## config.mk

```make
export PLATFORM = sky130hd
export DESIGN_NAME = multicycle_ctrl_fsm
export DESIGN_NICKNAME = d
export VERILOG_FILES = /design/src/rtl/cpu_ctrl_pkg.sv /design/src/rtl/alu_op_decode.sv /design/src/rtl/multicycle_ctrl_fsm.sv
export SDC_FILE = /design/constraint.sdc
export NUM_CORES = 1
export LEC_CHECK = 0
export CAP_MARGIN = 20
export CORE_MARGIN = 3
export CORE_UTILIZATION = 45
export CTS_CLUSTER_SIZE = 24
export DETAILED_ROUTE_END_ITERATION = 10
export GPL_ROUTABILITY_DRIVEN = 0
export GPL_TIMING_DRIVEN = 0
export PLACE_DENSITY = 0.78
export SYNTH_ARGS = -nofsm -noshare
export SYNTH_HDL_FRONTEND = slang
export SYNTH_HIERARCHICAL = 1
export SYNTH_SLANG_ARGS = --single-unit
```

## constraint.sdc

```tcl
create_clock -name clk -period 1.9 [get_ports clk]
set_clock_uncertainty 0.05 [all_clocks]
set_input_delay 0.19 -clock clk [delete_from_list [all_inputs] [get_ports clk]]
set_output_delay 0.19 -clock clk [all_outputs]
set_load 0.01 [all_outputs]
```

## src/rtl/cpu_ctrl_pkg.sv

```systemverilog
// Shared definitions for the multicycle CPU control path: FSM states, opcodes,
// ALU operation codes and datapath mux select encodings.
package cpu_ctrl_pkg;

    localparam int OP_W    = 4;
    localparam int ALUOP_W = 3;

    typedef enum logic [3:0] {
        ST_FETCH    = 4'd0,
        ST_DECODE   = 4'd1,
        ST_EXEC_R   = 4'd2,
        ST_EXEC_I   = 4'd3,
        ST_MEM_ADDR = 4'd4,
        ST_MEM_RD   = 4'd5,
        ST_MEM_WR   = 4'd6,
        ST_WB_ALU   = 4'd7,
        ST_WB_MEM   = 4'd8,
        ST_BRANCH   = 4'd9,
        ST_JUMP     = 4'd10,
        ST_HALT     = 4'd11
    } state_e;

    localparam logic [OP_W-1:0] OP_ADDI = 4'b0111;
    localparam logic [OP_W-1:0] OP_LW   = 4'b1000;
    localparam logic [OP_W-1:0] OP_SW   = 4'b1001;
    localparam logic [OP_W-1:0] OP_BEQ  = 4'b1010;
    localparam logic [OP_W-1:0] OP_JMP  = 4'b1011;
    localparam logic [OP_W-1:0] OP_HALT = 4'b1111;

    localparam logic [ALUOP_W-1:0] ALUOP_MOV = 3'b000;
    localparam logic [ALUOP_W-1:0] ALUOP_NOT = 3'b001;
    localparam logic [ALUOP_W-1:0] ALUOP_ADD = 3'b010;
    localparam logic [ALUOP_W-1:0] ALUOP_SUB = 3'b011;
    localparam logic [ALUOP_W-1:0] ALUOP_OR  = 3'b100;
    localparam logic [ALUOP_W-1:0] ALUOP_AND = 3'b101;
    localparam logic [ALUOP_W-1:0] ALUOP_XOR = 3'b110;

    localparam logic [1:0] SRCB_REG = 2'b00;
    localparam logic [1:0] SRCB_ONE = 2'b01;
    localparam logic [1:0] SRCB_IMM = 2'b10;

    localparam logic [1:0] PCSRC_ALU    = 2'b00;
    localparam logic [1:0] PCSRC_ALUOUT = 2'b01;
    localparam logic [1:0] PCSRC_JUMP   = 2'b10;

    typedef struct packed {
        logic [ALUOP_W-1:0] alu_op;
        logic               alu_src_a;
        logic [1:0]         alu_src_b;
        logic [1:0]         pc_src;
        logic               pc_write;
        logic               ir_write;
        logic               iord;
        logic               mem_read;
        logic               mem_write;
        logic               reg_write;
        logic               mem_to_reg;
        logic               reg_dst_imm;
        logic               halted;
        logic               illegal;
    } ctrl_t;

    function automatic logic is_rtype(input logic [OP_W-1:0] op);
        return (op[3] == 1'b0) && (op[2:0] != 3'b111);
    endfunction

    function automatic logic is_illegal_op(input logic [OP_W-1:0] op);
        return (op == 4'b1100) || (op == 4'b1101) || (op == 4'b1110);
    endfunction

endpackage

```

## src/rtl/alu_op_decode.sv

```systemverilog
// Maps the controller state and latched opcode to the 3-bit ALU operation code.
// States with no ALU use drive MOV so the code stays within the defined set.
module alu_op_decode
    import cpu_ctrl_pkg::*;
#(
    parameter int OPW    = 4,
    parameter int ALUOPW = 3
) (
    input  state_e            state,
    input  logic [OPW-1:0]    op,
    output logic [ALUOPW-1:0] alu_op
);

    always_comb begin
        alu_op = ALUOP_MOV;
        unique case (state)
            ST_FETCH,
            ST_DECODE,
            ST_EXEC_I,
            ST_MEM_ADDR: alu_op = ALUOP_ADD;
            // 111 is undefined at the ALU; an R-type opcode never carries it
            ST_EXEC_R:   alu_op = (op[2:0] == 3'b111) ? ALUOP_MOV : op[2:0];
            ST_BRANCH:   alu_op = ALUOP_SUB;
            default:     alu_op = ALUOP_MOV;
        endcase
    end

endmodule

```

## src/rtl/multicycle_ctrl_fsm.sv

```systemverilog
// Main control FSM of the multicycle CPU: sequences fetch/decode/execute/memory/
// writeback and drives every datapath enable and mux select.
module multicycle_ctrl_fsm
    import cpu_ctrl_pkg::*;
#(
    parameter int OPW    = 4,
    parameter int ALUOPW = 3
) (
    input  logic              clk,
    input  logic              rst_n,
    input  logic [OPW-1:0]    opcode,
    input  logic              zero,
    input  logic              mem_ready,
    output logic [ALUOPW-1:0] alu_op,
    output logic              alu_src_a,
    output logic [1:0]        alu_src_b,
    output logic [1:0]        pc_src,
    output logic              pc_write,
    output logic              ir_write,
    output logic              iord,
    output logic              mem_read,
    output logic              mem_write,
    output logic              reg_write,
    output logic              mem_to_reg,
    output logic              reg_dst_imm,
    output logic              halted,
    output logic              illegal
);

    state_e            state_q, state_d;
    logic [OPW-1:0]    op_q, op_d;
    logic              illegal_q, illegal_d;
    logic [ALUOPW-1:0] alu_op_dec;
    ctrl_t             ctl;
    ctrl_t             ctl_out;

    alu_op_decode #(
        .OPW    (OPW),
        .ALUOPW (ALUOPW)
    ) u_alu_op_decode (
        .state  (state_q),
        .op     (op_q),
        .alu_op (alu_op_dec)
    );

    always_ff @(posedge clk or negedge rst_n) begin
        if (!rst_n) begin
            state_q   <= ST_FETCH;
            op_q      <= '0;
            illegal_q <= 1'b0;
        end else begin
            state_q   <= state_d;
            op_q      <= op_d;
            illegal_q <= illegal_d;
        end
    end

    // Next state; the opcode is captured in DECODE and only op_q is used afterwards
    always_comb begin
        state_d   = state_q;
        op_d      = op_q;
        illegal_d = illegal_q;
        unique case (state_q)
            ST_FETCH: begin
                if (mem_ready) state_d = ST_DECODE;
            end
            ST_DECODE: begin
                op_d = opcode;
                if (is_rtype(opcode)) begin
                    state_d = ST_EXEC_R;
                end else if (is_illegal_op(opcode)) begin
                    state_d   = ST_HALT;
                    illegal_d = 1'b1;
                end else begin
                    unique case (opcode)
                        OP_ADDI:      state_d = ST_EXEC_I;
                        OP_LW, OP_SW: state_d = ST_MEM_ADDR;
                        OP_BEQ:       state_d = ST_BRANCH;
                        OP_JMP:       state_d = ST_JUMP;
                        default:      state_d = ST_HALT;
                    endcase
                end
            end
            ST_EXEC_R,
            ST_EXEC_I:   state_d = ST_WB_ALU;
            ST_MEM_ADDR: state_d = (op_q == OP_LW) ? ST_MEM_RD : ST_MEM_WR;
            ST_MEM_RD: begin
                if (mem_ready) state_d = ST_WB_MEM;
            end
            ST_MEM_WR: begin
                if (mem_ready) state_d = ST_FETCH;
            end
            ST_WB_ALU,
            ST_WB_MEM,
            ST_BRANCH,
            ST_JUMP:     state_d = ST_FETCH;
            ST_HALT:     state_d = ST_HALT;
            default:     state_d = ST_FETCH;
        endcase
    end

    always_comb begin
        ctl        = '0;
        ctl.alu_op = alu_op_dec;
        unique case (state_q)
            ST_FETCH: begin
                ctl.mem_read  = 1'b1;
                ctl.alu_src_b = SRCB_ONE;
                ctl.pc_src    = PCSRC_ALU;
                ctl.ir_write  = mem_ready;
                ctl.pc_write  = mem_ready;
            end
            ST_DECODE: begin
                ctl.alu_src_b = SRCB_IMM;
            end
            ST_EXEC_R: begin
                ctl.alu_src_a = 1'b1;
                ctl.alu_src_b = SRCB_REG;
            end
            ST_EXEC_I,
            ST_MEM_ADDR: begin
                ctl.alu_src_a = 1'b1;
                ctl.alu_src_b = SRCB_IMM;
            end
            ST_MEM_RD: begin
                ctl.mem_read = 1'b1;
                ctl.iord     = 1'b1;
            end
            ST_MEM_WR: begin
                ctl.mem_write = 1'b1;
                ctl.iord      = 1'b1;
            end
            ST_WB_ALU: begin
                ctl.reg_write   = 1'b1;
                ctl.reg_dst_imm = (op_q == OP_ADDI);
            end
            ST_WB_MEM: begin
                ctl.reg_write   = 1'b1;
                ctl.mem_to_reg  = 1'b1;
                ctl.reg_dst_imm = 1'b1;
            end
            ST_BRANCH: begin
                ctl.alu_src_a = 1'b1;
                ctl.alu_src_b = SRCB_REG;
                ctl.pc_src    = PCSRC_ALUOUT;
                ctl.pc_write  = zero;
            end
            ST_JUMP: begin
                ctl.pc_src   = PCSRC_JUMP;
                ctl.pc_write = 1'b1;
            end
            ST_HALT: begin
                ctl.halted  = 1'b1;
                ctl.illegal = illegal_q;
            end
            default: ctl = '0;
        endcase
    end

    // Outputs are forced to zero while reset is held, so an abandoned memory
    // write drops immediately rather than turning into a FETCH read request.
    always_comb begin
        ctl_out = '0;
        if (rst_n) ctl_out = ctl;
    end

    assign alu_op      = ctl_out.alu_op;
    assign alu_src_a   = ctl_out.alu_src_a;
    assign alu_src_b   = ctl_out.alu_src_b;
    assign pc_src      = ctl_out.pc_src;
    assign pc_write    = ctl_out.pc_write;
    assign ir_write    = ctl_out.ir_write;
    assign iord        = ctl_out.iord;
    assign mem_read    = ctl_out.mem_read;
    assign mem_write   = ctl_out.mem_write;
    assign reg_write   = ctl_out.reg_write;
    assign mem_to_reg  = ctl_out.mem_to_reg;
    assign reg_dst_imm = ctl_out.reg_dst_imm;
    assign halted      = ctl_out.halted;
    assign illegal     = ctl_out.illegal;

endmodule

```

**Word level (Yosys, flattened, before mapping)**

Cells that the tools add are included.

- Register bits after elaboration: 9
- Bits of input ports: 8
- Output and inout bits: 18
- Logic and storage cells: 69

- Equality and inequality tests: 26
- Muxes and demuxes: 23
- Bitwise logic cells: 2
- Reductions and logical operators: 15

Operators with widths:

| kind | number |
|---|---|
| $eq 4x4->1 const B | 12 |
| $pmux 4 s7 | 1 |
| $eq 4x3->1 const B | 6 |
| $mux 4 | 5 |
| $mux 18 | 1 |
| $pmux 3 s3 | 2 |
| $pmux 4 s4 | 1 |
| $reduce_or 12->1 | 1 |
| $reduce_or 2->1 | 5 |
| $eq 4x2->1 const B | 2 |
| $reduce_or 4->1 | 2 |
| $mux 1 | 7 |
| $mux 3 | 2 |
| $ne 2x2->1 const B | 3 |
| $reduce_and 3->1 | 2 |
| $eq 4x1->1 const B | 1 |
| $logic_not 4->1 | 1 |
| $mux 2 | 2 |
| $pmux 2 s2 | 1 |
| $eq 3x3->1 const B | 1 |
| $ne 3x3->1 const B | 1 |
| $reduce_or 3->1 | 1 |
| $logic_or 1x1->1 | 2 |
| $not 1->1 | 2 |
| other kinds (2) | 2 |

**Logic depth before layout (Yosys ltp)**

Gate-level depths: netlist of the first run.

- Depth after elaboration: 6
- Gate-level depth with buffers: 5
- Gate-level depth less buffers: 4

**By module**

The synthesis of the first run kept the hierarchy.

Modules (own cells, without submodules):

| module | instances | cells an instance | area each (µm²) | sequential area each (µm²) |
|---|---|---|---|---|
| multicycle_ctrl_fsm | 1 | 92 | 750.7 | 225.2 |
| alu_op_decode | 1 | 13 | 80.1 | 0.0 |

**Worst setup path before layout of the first run**

No wires, ideal clock.

- Path kind: register -> output
- Start point: register state_q[3]
- End point: output port illegal
- Arrival: 1.259 ns
- Data required time: 1.660 ns
- Path slack: 0.401 ns
- Stages on the path, launching flop included: 6
- Buffers on the path: 1
- Cells stage by stage: dfrtp_1 -> buf_6 -> and2b_1 -> nand2_2 -> nor2_2 -> and2_1

- Word-level cells in the longest chain between the ends: 3

RTL lines:

| item | line | text |
|---|---|---|
| start, declared | multicycle_ctrl_fsm.sv:30 | `state_e state_q, state_d;` |
| start signal, assigned | multicycle_ctrl_fsm.sv:52 | `state_q <= state_d;` |
| $eq 4x4->1 | multicycle_ctrl_fsm.sv:105 | `unique case (state_q)` |
| $mux 2 | multicycle_ctrl_fsm.sv:105 |  |
| $mux 18 | multicycle_ctrl_fsm.sv:164 | `if (rst_n) ctl_out = ctl;` |
| end, declared | multicycle_ctrl_fsm.sv:27 | `output logic illegal` |

No other way between the ends.

**Final worst setup path of the first run**

- Start point: register state_q[0]
- End point: output port pc_write

- Word-level cells in the longest chain between the ends: 3
- Elaborated cells on any way between the ends: 5
- Those cells by class: eq/ne (2); mux (2); reduce/logical (1)

RTL lines:

| item | line | text |
|---|---|---|
| $eq 4x4->1 / $logic_not 4->1 (equally long branches) | multicycle_ctrl_fsm.sv:105 |  |
| $pmux 3 s3 (*) | multicycle_ctrl_fsm.sv:105 |  |
| $mux 18 (*) | multicycle_ctrl_fsm.sv:164 |  |
| end, declared | multicycle_ctrl_fsm.sv:18 | `output logic pc_write,` |

Every way passes the cells marked *; elsewhere a longest branch is shown, timed or not.

==> results of run 1 <==
layout by cell type (no fill, tap or decap), drive strengths merged, types with 2 or more instances in the layout:
master / instances
dfrtp: 9
nand2: 14
nor2: 9
a211oi: 2
nor2b: 4
nand4: 2
clkdlybuf4s50: 6
buf: 28
o32ai: 4
nand3: 3
and2b: 2
nand3b: 2
a31oi: 2
mux2: 3
or2: 2
nor3: 2
clkdlybuf4s15: 2
and2: 7
a21boi: 2
o22ai: 2
inv: 5
o21ai: 4
clkbuf: 6
a21oi: 7
nand2b: 4
dlygate4sd2: 12
logic make-up (layout without fill, tap and decap cells):
group	Yosys count	after routing	share of synthesized area [%]
flip-flops	9	9	27.1
AO/OA/AOI/OAI	29	29	24.5
buffers and inverters	9	61	5.27
multiplexers	4	4	5.27
AND/OR/NAND/NOR	54	54	37.8
worst reg2reg max path: stages (launching register included):
cell and delay [ns]:
dfrtp_2 0.45, buf_4 0.15, buf_4 0.14, nor3_4 0.34
mux2_2 0.38
worst max path at each step:
stage	startpoint	endpoint	slack (ns)	cells past startpoint
finish	state_q[0]	pc_write	-0.03	7
global placement	rst_n	pc_write	-0.50	5
floorplan	state_q[3]	illegal	0.40	5
detailed placement	rst_n	pc_write	-0.52	5
global route	state_q[0]	pc_write	-0.08	7
CTS	state_q[3]	pc_write	-0.02	6
sequential cells by signal, summed over array words and instances, names as in the netlist:
signal / cells
op_q: 4
state_q: 4
illegal_q: 1
per-stage QoR:
stage	hold WS, ns	std cells	TNS [ns]	power [mW]
4_1_cts	0.0136	173	-0.0206	1.85
3_3_place_gp	0.402	154	-6.16	1.45
6_report	0.414	181	-0.0429	2.09
5_1_grt	0.452	181	-0.300	2.22
3_5_place_dp	0.401	154	-6.49	1.47
2_1_floorplan	-0.156	105	0	1.13
synthesized netlist by cell type, drive strengths merged (2+ instances only):
| library cell | count |
|---|---|
| inv | 5 |
| a21boi | 2 |
| and2 | 7 |
| or2 | 2 |
| a211oi | 2 |
| nor2b | 4 |
| o21ai | 4 |
| dfrtp | 9 |
| o22ai | 2 |
| nor2 | 9 |
| nand2 | 14 |
| nor3 | 2 |
| nand3b | 2 |
| a21oi | 7 |
| nand2b | 4 |
| buf | 3 |
| o32ai | 4 |
| mux2 | 3 |
| nand4 | 2 |
| nand3 | 3 |
| and2b | 2 |
| a31oi | 2 |
routing by layer:
metal  up-vias  wire [um]  part of all wire (%)  GRT usage [%]
li1        494          -                     -              -
met1       515       1270                    42           31.3
met2        49       1460                    48           40.0
met3        14        189                   6.2           4.59
met4         0        107                   3.5           4.27
met5         -          0                     0              0
cell type report:
type / instances / share of cell area (%)
Sequential cell: 9 / 17.4
Clock inverter: 1 / 0.378
Tap cell: 24 / 2.27
Multi-Input combinational cell: 87 / 44.8
Timing Repair Buffer: 49 / 30.0
Clock buffer: 3 / 1.70
Buffer: 3 / 2.08
Inverter: 5 / 1.42
power by group:
group | leakage [nW] | internal (mW) | switching (mW)
combinational | 0.490 | 0.755 | 0.736
sequential | 0.104 | 0.297 | 0.144
clock | 0.0177 | 0.0779 | 0.0784
total | 0.611 | 1.13 | 0.958
what timing repair did:
item | in CTS | in global routing
resized for setup | 36 | 14
pin swaps | 3 | 3
setup endpoints to repair | 18 | 9
hold buffers | 0 | 1
endpoints found under the hold margin | 0 | 9
setup buffers | 15 | 8
==> results by group, run 1 <==
Routing
  – Post-DRT Antenna Nets: 0
  – Residual DRC: 0
  – Vias per cell: 5.92
  – Routed vias: about 1,100
  – WL per Instance: roughly 17 um
  – Drt pass-1 iters: 4
  – Final WL: 3030 um
  – DRT iter0 DRCs: 40

Hold path
  – Hold path depth: 1
  – Class of the worst hold path: reg -> reg
  – Hold Startpoint: illegal_q
  – Min-Delay Endpoint: illegal_q

Worst setup path
  – Critical Path, Cell by Cell: buf_6 -> and2b_2 -> buf_4 -> nand2_1 -> a21oi_1 -> or2_1 -> clkbuf_2
  – Arrival @ worst endpoint: approximately 1.7 ns
  – Delay-heaviest family, CP: simple AND/OR/NAND/NOR gates
  – Worst Setup Path Type: reg -> out
  – R2R cell count: 4
  – Crit-path max FO: 4
  – Req. time, crit path: approximately 1.7 ns
  – R2R Setup Slk: about 0.27 ns
  – R2r startpoint: state_q[2]
  – Startpoint Class: flip-flop
  – Reg2reg end: op_q[0]
  – CP peak stage delay: roughly 0.44 ns
  – WP buf/inv: 3
  – Worst setup EP type: output port
  – Slowest CP cell: dfrtp_2

Timing
  – Final Slew Violations: 0
  – RSZ-0062 raised after global routing: true
  – Clock period minus worst slack: between 1.5 and 2 ns
  – Worst slew pin tran: roughly 0.46 ns
  – Final worst-path cycle share: 102%
  – Slew Limit Headroom: 69.2%
  – Final hold violation count: 0
  – Final worst-path setup slack: -0.0301 ns
  – Endpoints failing setup: 2
  – Fmax: ~520 MHz

Floorplanning
  – Die H: between 40 and 50 um
  – Initial core utilization: around 52%
  – Die W: 49.0 um
  – IO Pins: 26
  – Core Footprint: between 1500 and 2000 um^2
  – Die ar.: ~2400 um^2
  – Std cell rows: 14

Finish
  – Fillers: approximately 100
  – Layout cells sized above 1: 36.3%
  – Reg area: approximately 230 um^2
  – Area grow syn2layout: 59.3%
  – Final nets: 166
  – Fin util: 82.1%
  – Fin area: approximately 1300 um^2
  – N_diodes: 0
  – Area taken by multi-input logic gates: roughly 590 um^2

Synthesis
  – Ranking of synthesized cells by area: dfrtp_1, nand2_1, and2_1, a21oi_1, o32ai_1
  – Post-synth top area share: between 20% and 30%
  – Synthesis Warnings: 6
  – Main synth FF type: dfrtp_1
  – Yosys reg bits: 9
  – Syn Inst Count: roughly 110
  – Area leader, netlist: dfrtp_1
  – Post-synth ARST share: between 90% and 100%
  – Post-synth EDFFs: 0
  – Library cells used by synthesis: 40
  – Avg Cell Area, Syn: just under 8 um^2
  – Seq/Total Area, Yosys: between 20% and 30%
  – Total nets after synthesis: between 100 and 150
  – Synthesized area: a little over 800 um^2

Clock tree
  – H-Tree Depth: 1
  – Clk buf depth: 2
  – CTS tree: done
  – Num Clock Sinks: 9
  – CTS clock-pin slew for the worst setup and hold paths: about 0.070 ns
  – Root buffer cell: clkbuf_4
  – Clock latency on the worst-skew pair: approximately 0.27 ns
  – CTS Buf Count: 3

Run status
  – Failing checks: setup timing
  – Status: finished with violations

GRT
  – Initial antenna violation count: 0
  – Largest net degree at the start of global routing: 18
  – GR Overflow Total: 0
  – First-pass GRT wire length: between 4000 and 5000 um
  – Vias in the first global route: approximately 930
  – Total track usage: 23.6%

Placed design
  – Post-DP HPWL: between 1500 and 2000 um
  – Dpl ws: -0.524 ns
  – Placed Area: about 1100 um^2
  – Port bufs: 25

Job
  – Max-cap viol count: 0

Pwr
  – Cell Pwr Density: 1580 nW/um^2
  – Leak: 0.611 nW
  – Worst IR Drop VDD: roughly 0.96 mV
Power figures use the tool's default switching activity.
==> run 2: changes to the inputs <==
==> constraint.sdc (replaced) <==
create_clock -name clk -period 2.07 [get_ports clk]
set_clock_uncertainty 0.05 [all_clocks]
set_input_delay 0.207 -clock clk [delete_from_list [all_inputs] [get_ports clk]]
set_output_delay 0.207 -clock clk [all_outputs]
set_load 0.01 [all_outputs]
==> results by group, run 2 (synthesized netlist as in run 1, its figures left out) <==
Floorplanning
  – IO Pins: 26 (unchanged)
  – Initial core utilization: 51.6% (unchanged)
  – Die H: 49.0 um (unchanged)
  – Die W: 49.0 um (unchanged)
  – Std cell rows: 14 (unchanged)
  – Core Footprint: 1610 um^2 (unchanged)
  – Die ar.: 2400 um^2 (unchanged)

Timing
  – Final worst-path setup slack: 0.0398 ns (+0.0698 ns)
  – Final hold violation count: 0 (unchanged)
  – Endpoints failing setup: 0 (-2)
  – Slew Limit Headroom: 71.7% (+2.5 points)
  – Fmax: 493 MHz
  – Final worst-path cycle share: 98.1%
  – Setup TNS: 0 ns (+0.0429 ns)
  – Clock period minus worst slack: ~2.0 ns
  – Final Slew Violations: 0 (unchanged)
  – Worst slew pin tran: 0.422 ns (-0.0376 ns)

Pwr
  – Cell Pwr Density: 1340 nW/um^2 (-15%)
  – Leak: 0.607 nW (-0.71%)
  – Worst IR Drop VDD: 0.868 mV (-9.3%)

GRT
  – Initial antenna violation count: 0 (unchanged)
  – GR Overflow Total: 0 (unchanged)
  – Grt peak-use layer: met2
  – Vias in the first global route: 864 (-6.7%)
  – Largest net degree at the start of global routing: 14 (-4)
  – Global Route met1 Usage: 25.8% (-5.5 points)
  – Total track usage: 20.2% (-3.4 points)
  – First-pass GRT wire length: 3840 um (-14%)
  – Met3 Use GR: 5.20% (+0.61 points)
  – Met2 usage: 34.6% (-5.4 points)

Clock tree
  – H-Tree Depth: 1 (unchanged)
  – Root buffer cell: clkbuf_4
  – CTS tree: done
  – Clock latency on the worst-skew pair: 0.26 ns (about the same)
  – Clk buf depth: 2 (unchanged)
  – CTS clock-pin slew for the worst setup and hold paths: 0.07 ns (about the same)
  – Num Clock Sinks: 9 (unchanged)
  – CTS Buf Count: 3 (unchanged)

Finish
  – Most common cell after layout, fill and taps aside: nand2_1
  – Final nets: 156 (-6.0%)
  – Registers with the most flip-flops: op_q x4, state_q x4, illegal_q x1
  – Area grow syn2layout: 52.6%
  – Most frequent cells in the layout: nand2_1, buf_4, clkdlybuf4s50_1, dlygate4sd2_1, a21oi_1
  – Fin area: 1270 um^2 (-4.3%)
  – Final cell count without fillers: 171 (-5.5%)
  – N_diodes: 0 (unchanged)
  – Layout cells sized above 1: 27.9% (-8.4 points)
  – Fillers: 115 (+12%)
  – Fin util: 78.6% (-3.5 points)

Worst setup path
  – CP peak stage delay: 0.54 ns (+0.10 ns)
  – Crit-path max FO: 8 (+4)
  – Slowest CP cell: clkdlybuf4s50_1
  – Startpoint Class: flip-flop
  – Levels on crit path: 4 (-3)
  – Critical Path, Cell by Cell: and2b_1 -> nand2_2 -> nor2_1 -> clkdlybuf4s50_1
  – WP buf/inv: 1 (-2)
  – R2r startpoint: state_q[1]
  – Worst setup EP type: output port
  – Crit path to: mem_to_reg
  – Delay-heaviest family, CP: buffers and inverters
  – Arrival @ worst endpoint: 1.77 ns (+0.08 ns)
  – R2R Setup Slk: 0.47 ns (+0.20 ns)
  – Reg2reg end: op_q[0]
  – Worst Setup Path Type: reg -> out
  – R2R cell count: 4 (unchanged)
  – Req. time, crit path: 1.81 ns (+0.15 ns)
  – CP Launch Point: state_q[2]

Run status
  – Status: finished clean

Placed design
  – Post-DP HPWL: 1600 um (unchanged)
  – Dpl ws: -0.388 ns (+0.136 ns)
  – Port bufs: 25 (unchanged)
  – Placed Area: 1110 um^2 (unchanged)
  – Dpl cells: 154 (unchanged)

Routing
  – Vias per cell: 5.68 (-4.1%)
  – DRT iter0 DRCs: 25 (-38%)
  – Residual DRC: 0 (unchanged)
  – Final WL: 2400 um (-21%)
  – Drt pass-1 iters: 4 (unchanged)
  – Routed vias: 971 (-9.4%)
  – WL per Instance: 14.1 um (-16%)
  – Post-DRT Antenna Nets: 0 (unchanged)

Hold path
  – Class of the worst hold path: reg -> reg
  – Hold Startpoint: illegal_q

Job
  – Max-cap viol count: 0 (unchanged)
-- run 2: changes by cell type in the layout (fill, tap and decap cells not counted), moves of 2 or more --
cell,before,now
dlygate4sd2_1,12,8
dlymetal6s2s_1,0,4
clkdlybuf4s50_1,6,11
clkbuf_2,3,1
nor2b_2,2,0
buf_4,22,12
buf_2,3,1
-- run 2: how the worst min path moves through the flow --
stage | endpoint | cells after the start
final | illegal_q | 1
after floorplan | illegal_q | 0
after CTS | illegal_q | 1
after detailed placement | illegal_q | 1
after global routing | illegal_q | 1
after global placement | illegal_q | 1
-- run 2: timing repair --
action                     CTS  global route
setup endpoints to repair   18             7
buffers inserted             7             5
gates resized for setup     21             9
hold endpoints to repair     9             0
pin swaps                    1             0
cloned                       0             0
hold buffers                 1             0
-- run 2: worst reg2reg max path, cell delays in order (launching register included) --
cell and delay (ns):
dfrtp_2 0.46, buf_4 0.16, nand2b_4 0.16, nor3_4 0.29, mux2_2 0.38
-- run 2: per-layer routing --
metal / wire [um] / up-vias
li1: - / 470
met2: 1180 / 26
met3: 106 / 2
met1: 1100 / 473
met5: 0 / -
met4: 17 / 0
-- run 2: power breakdown --
part | internal, mW | leakage, nW | total [mW] | switching, mW
registers | 0.273 | 0.104 | 0.407 | 0.134
clock network | 0.0714 | 0.0177 | 0.138 | 0.0667
logic | 0.592 | 0.486 | 1.16 | 0.563
-- run 2: layout make-up --
type,instances,area (um^2),area share [%]
plain buffers,4,32.5,2.57
inverters,5,18.8,1.48
clock buffers,3,22.5,1.78
well taps,24,30.0,2.37
multi-input cells,87,577,45.5
flip-flops and latches,9,230,18.2
repair buffers,38,352,27.7
clock inverters,1,5.00,0.395
-- run 2: metrics by stage --
step / power (mW) / hold slack, ns
4_1_cts: 1.58 / 0.417
2_1_floorplan: 1.04 / -0.139
3_5_place_dp: 1.35 / 0.401
3_3_place_gp: 1.33 / 0.402
5_1_grt: 1.84 / 0.453
6_report: 1.70 / 0.414
==> RTL edit, RTL diff (config.mk and constraints of run 1) <==
Make the reset (`rst_n`) synchronous in one clocked block.
--- a/src/rtl/multicycle_ctrl_fsm.sv
+++ b/src/rtl/multicycle_ctrl_fsm.sv
@@ -45,3 +45,3 @@
 
-    always_ff @(posedge clk or negedge rst_n) begin
+    always_ff @(posedge clk) begin
         if (!rst_n) begin
Behaviour: same outputs for any inputs over 10 cycles, from zero or initial values and one cycle with rst_n low; that may be too few to reach the edited logic, so the function may still have changed.
==> RTL edit against run 1 <==
- combinational power fell by 30%
- highest routed layer unchanged
- total power is 26% lower
- worst setup slack better by 0.10 ns
- largest power group unchanged
- routed wire length decreased by 15%
- fmax increased by 5.6%
- design area shrank 2.8%
- register-to-register slack improved by 0.15 ns
- synthesized area up 11%
- non-clock buffer count decreased by 17
- die area up 9.2%
- sequential cell count is the same
- critical path type unchanged
==> RTL edit: results (changes against run 1) <==
HPWL Detailed: 1862 um (+16%)
Leakage power: 0.0005806 uW (-5.0%)
PortBufs: 24 (-4.0%)
Final hold vios: 0 (unchanged)
Min-delay worst type: input pin to flip-flop
GRT Util Overall: 21.45% (-2.2 points)
Reg clk slew, reported paths: 0.06 ns
Vias in the first global route: 962 (+3.9%)
Synth Instances: 124 (+18%)
Fraction of registers with async set/reset: 0% (-100 points)
CTS buffer count: 3 (unchanged)
CP peak stage delay: 0.35 ns (-0.09 ns)
Critical-path maximum fanout: 7 (+3)
Ys Warns: 6 (unchanged)
Placed insts: 173 (+12%)
Largest net degree at the start of global routing: 14 (-4)
Initial antenna violation count: 0 (unchanged)
Syn nets: 132 (+17%)
Initial DRC count: 20 (-50%)
H-tree lvl count: 1 (unchanged)
Fillers: 165 (+60%)
N_diodes: 0 (unchanged)
Drt first pass iters: 4 (unchanged)
Distinct cell type count after synthesis: 49 (+23%)
Worst path slowest cell: dfxtp_2
Top area cells in the synthesized netlist: dfxtp_1 (20%), nand2_1 (6.1%), and2_1 (5.4%)
Status: finished, final reports clean
Dominant synthesized flop cell: dfxtp_1
Layout Nets: 162 (-2.4%)
Via/cell ratio: 5.725 (-3.3%)
Worst-Skew Late Latency: 0.25 ns (-0.02 ns)
First-pass GRT wire length: 4374 um (-2.0%)
CTS max path bufs: 2 (unchanged)
Top flop regs: op_q x4, state_q x4, illegal_q x1
Top cells by count, synth: nand2_1 (15), dfxtp_1 (9)
VDD IR max: 0.6480 mV (-32%)
WL/cell: 14.43 um (-14%)
Final WL: 2569 um (-15%)
Share of cells above drive strength 1: 24.18% (-12 points)
Relative slew margins: 74.86% (+5.6 points)
Post-synthesis sequential area ratio: 19.62% (-7.5 points)
## RTL edit: cell types whose count changed in the layout (fill, tap and decap cells not counted), moves of 3 or more
cell / delta
dfxtp_1: +4
nor3_1: +3
nor2b_1: +5
dfrtp_2: -4
buf_4: -19
clkbuf_2: -3
mux2_2: -3
dfrtp_1: -5
mux2i_1: +4
inv_1: -3
dfxtp_2: +3
nor2_2: -3
## RTL edit: routing by layer
metal / share of wire [%] / GRT usage, % / vias to the layer above
met5: 0 / 0 / -
met4: 0.86 / 5.381 / 0
met3: 6.3 / 2.915 / 4
met2: 49 / 36.05 / 34
met1: 44 / 28.65 / 477
li1: - / - / 504
## RTL edit: layout make-up
type | count | area [um2] | area share, %
Buffer | 10 | 93.84 | 7.296
Timing Repair Buffer | 25 | 226.5 | 17.61
Sequential cell | 9 | 191.4 | 14.88
Clock buffer | 4 | 26.28 | 2.043
Inverter | 2 | 7.507 | 0.5837
Tap cell | 25 | 31.28 | 2.432
Multi-Input combinational cell | 103 | 709.4 | 55.16
## RTL edit: cell families (layout without fill, tap and decap cells)
group	after synthesis	count (layout)	synth area share [%]
flip-flops	9	9	19.62
XOR/XNOR	1	1	0.9539
multiplexers	5	5	5.450
AND/OR/NAND/NOR	65	65	40.60
buffers and inverters	12	41	8.582
AO/OA/AOI/OAI	32	32	24.80
## RTL edit: stage by stage
step	hold slack [ns]	cell area [um2]	worst slack (ns)
floorplan	0.2989	918.4	0.3490
global placement	0.4301	1190	-0.3052
detailed placement	0.4581	1190	-0.3581
CTS	0.2287	1256	-0.1467
global route	0.2639	1286	0.002988
finish	0.2318	1286	0.07207
## RTL edit: what timing repair did
action                                  CTS  global route
endpoints found under the setup margin   18             6
buffers inserted                          0             1
hold buffers                              0             0
gates resized for setup                  45             8
gates cloned                              0             0
## RTL edit: power breakdown
part / switching, uW / leakage (uW) / internal [uW]
Combinational: 528 / 0.000489 / 514
Sequential: 91.7 / 0.0000761 / 255
Clock: 66.4 / 0.0000150 / 80.9
Total: 686 / 0.000581 / 850
## RTL edit: final timing paths
check | startpoint | to | slack (ns) | depth (start not counted)
worst min register to register | illegal_q | illegal_q | 0.47 | 2
worst max register to register | op_q[0] | state_q[0] | 0.42 | 3
worst max-delay path | state_q[2] | ir_write | 0.07 | 5
worst min-delay path | mem_ready | state_q[0] | 0.23 | 3
## RTL edit: critical path: cells and delay by family (launching register included)
kind          cells  cell delay (ns)
simple gates      3             0.55
flops             1             0.35
buf+inv           2             0.44
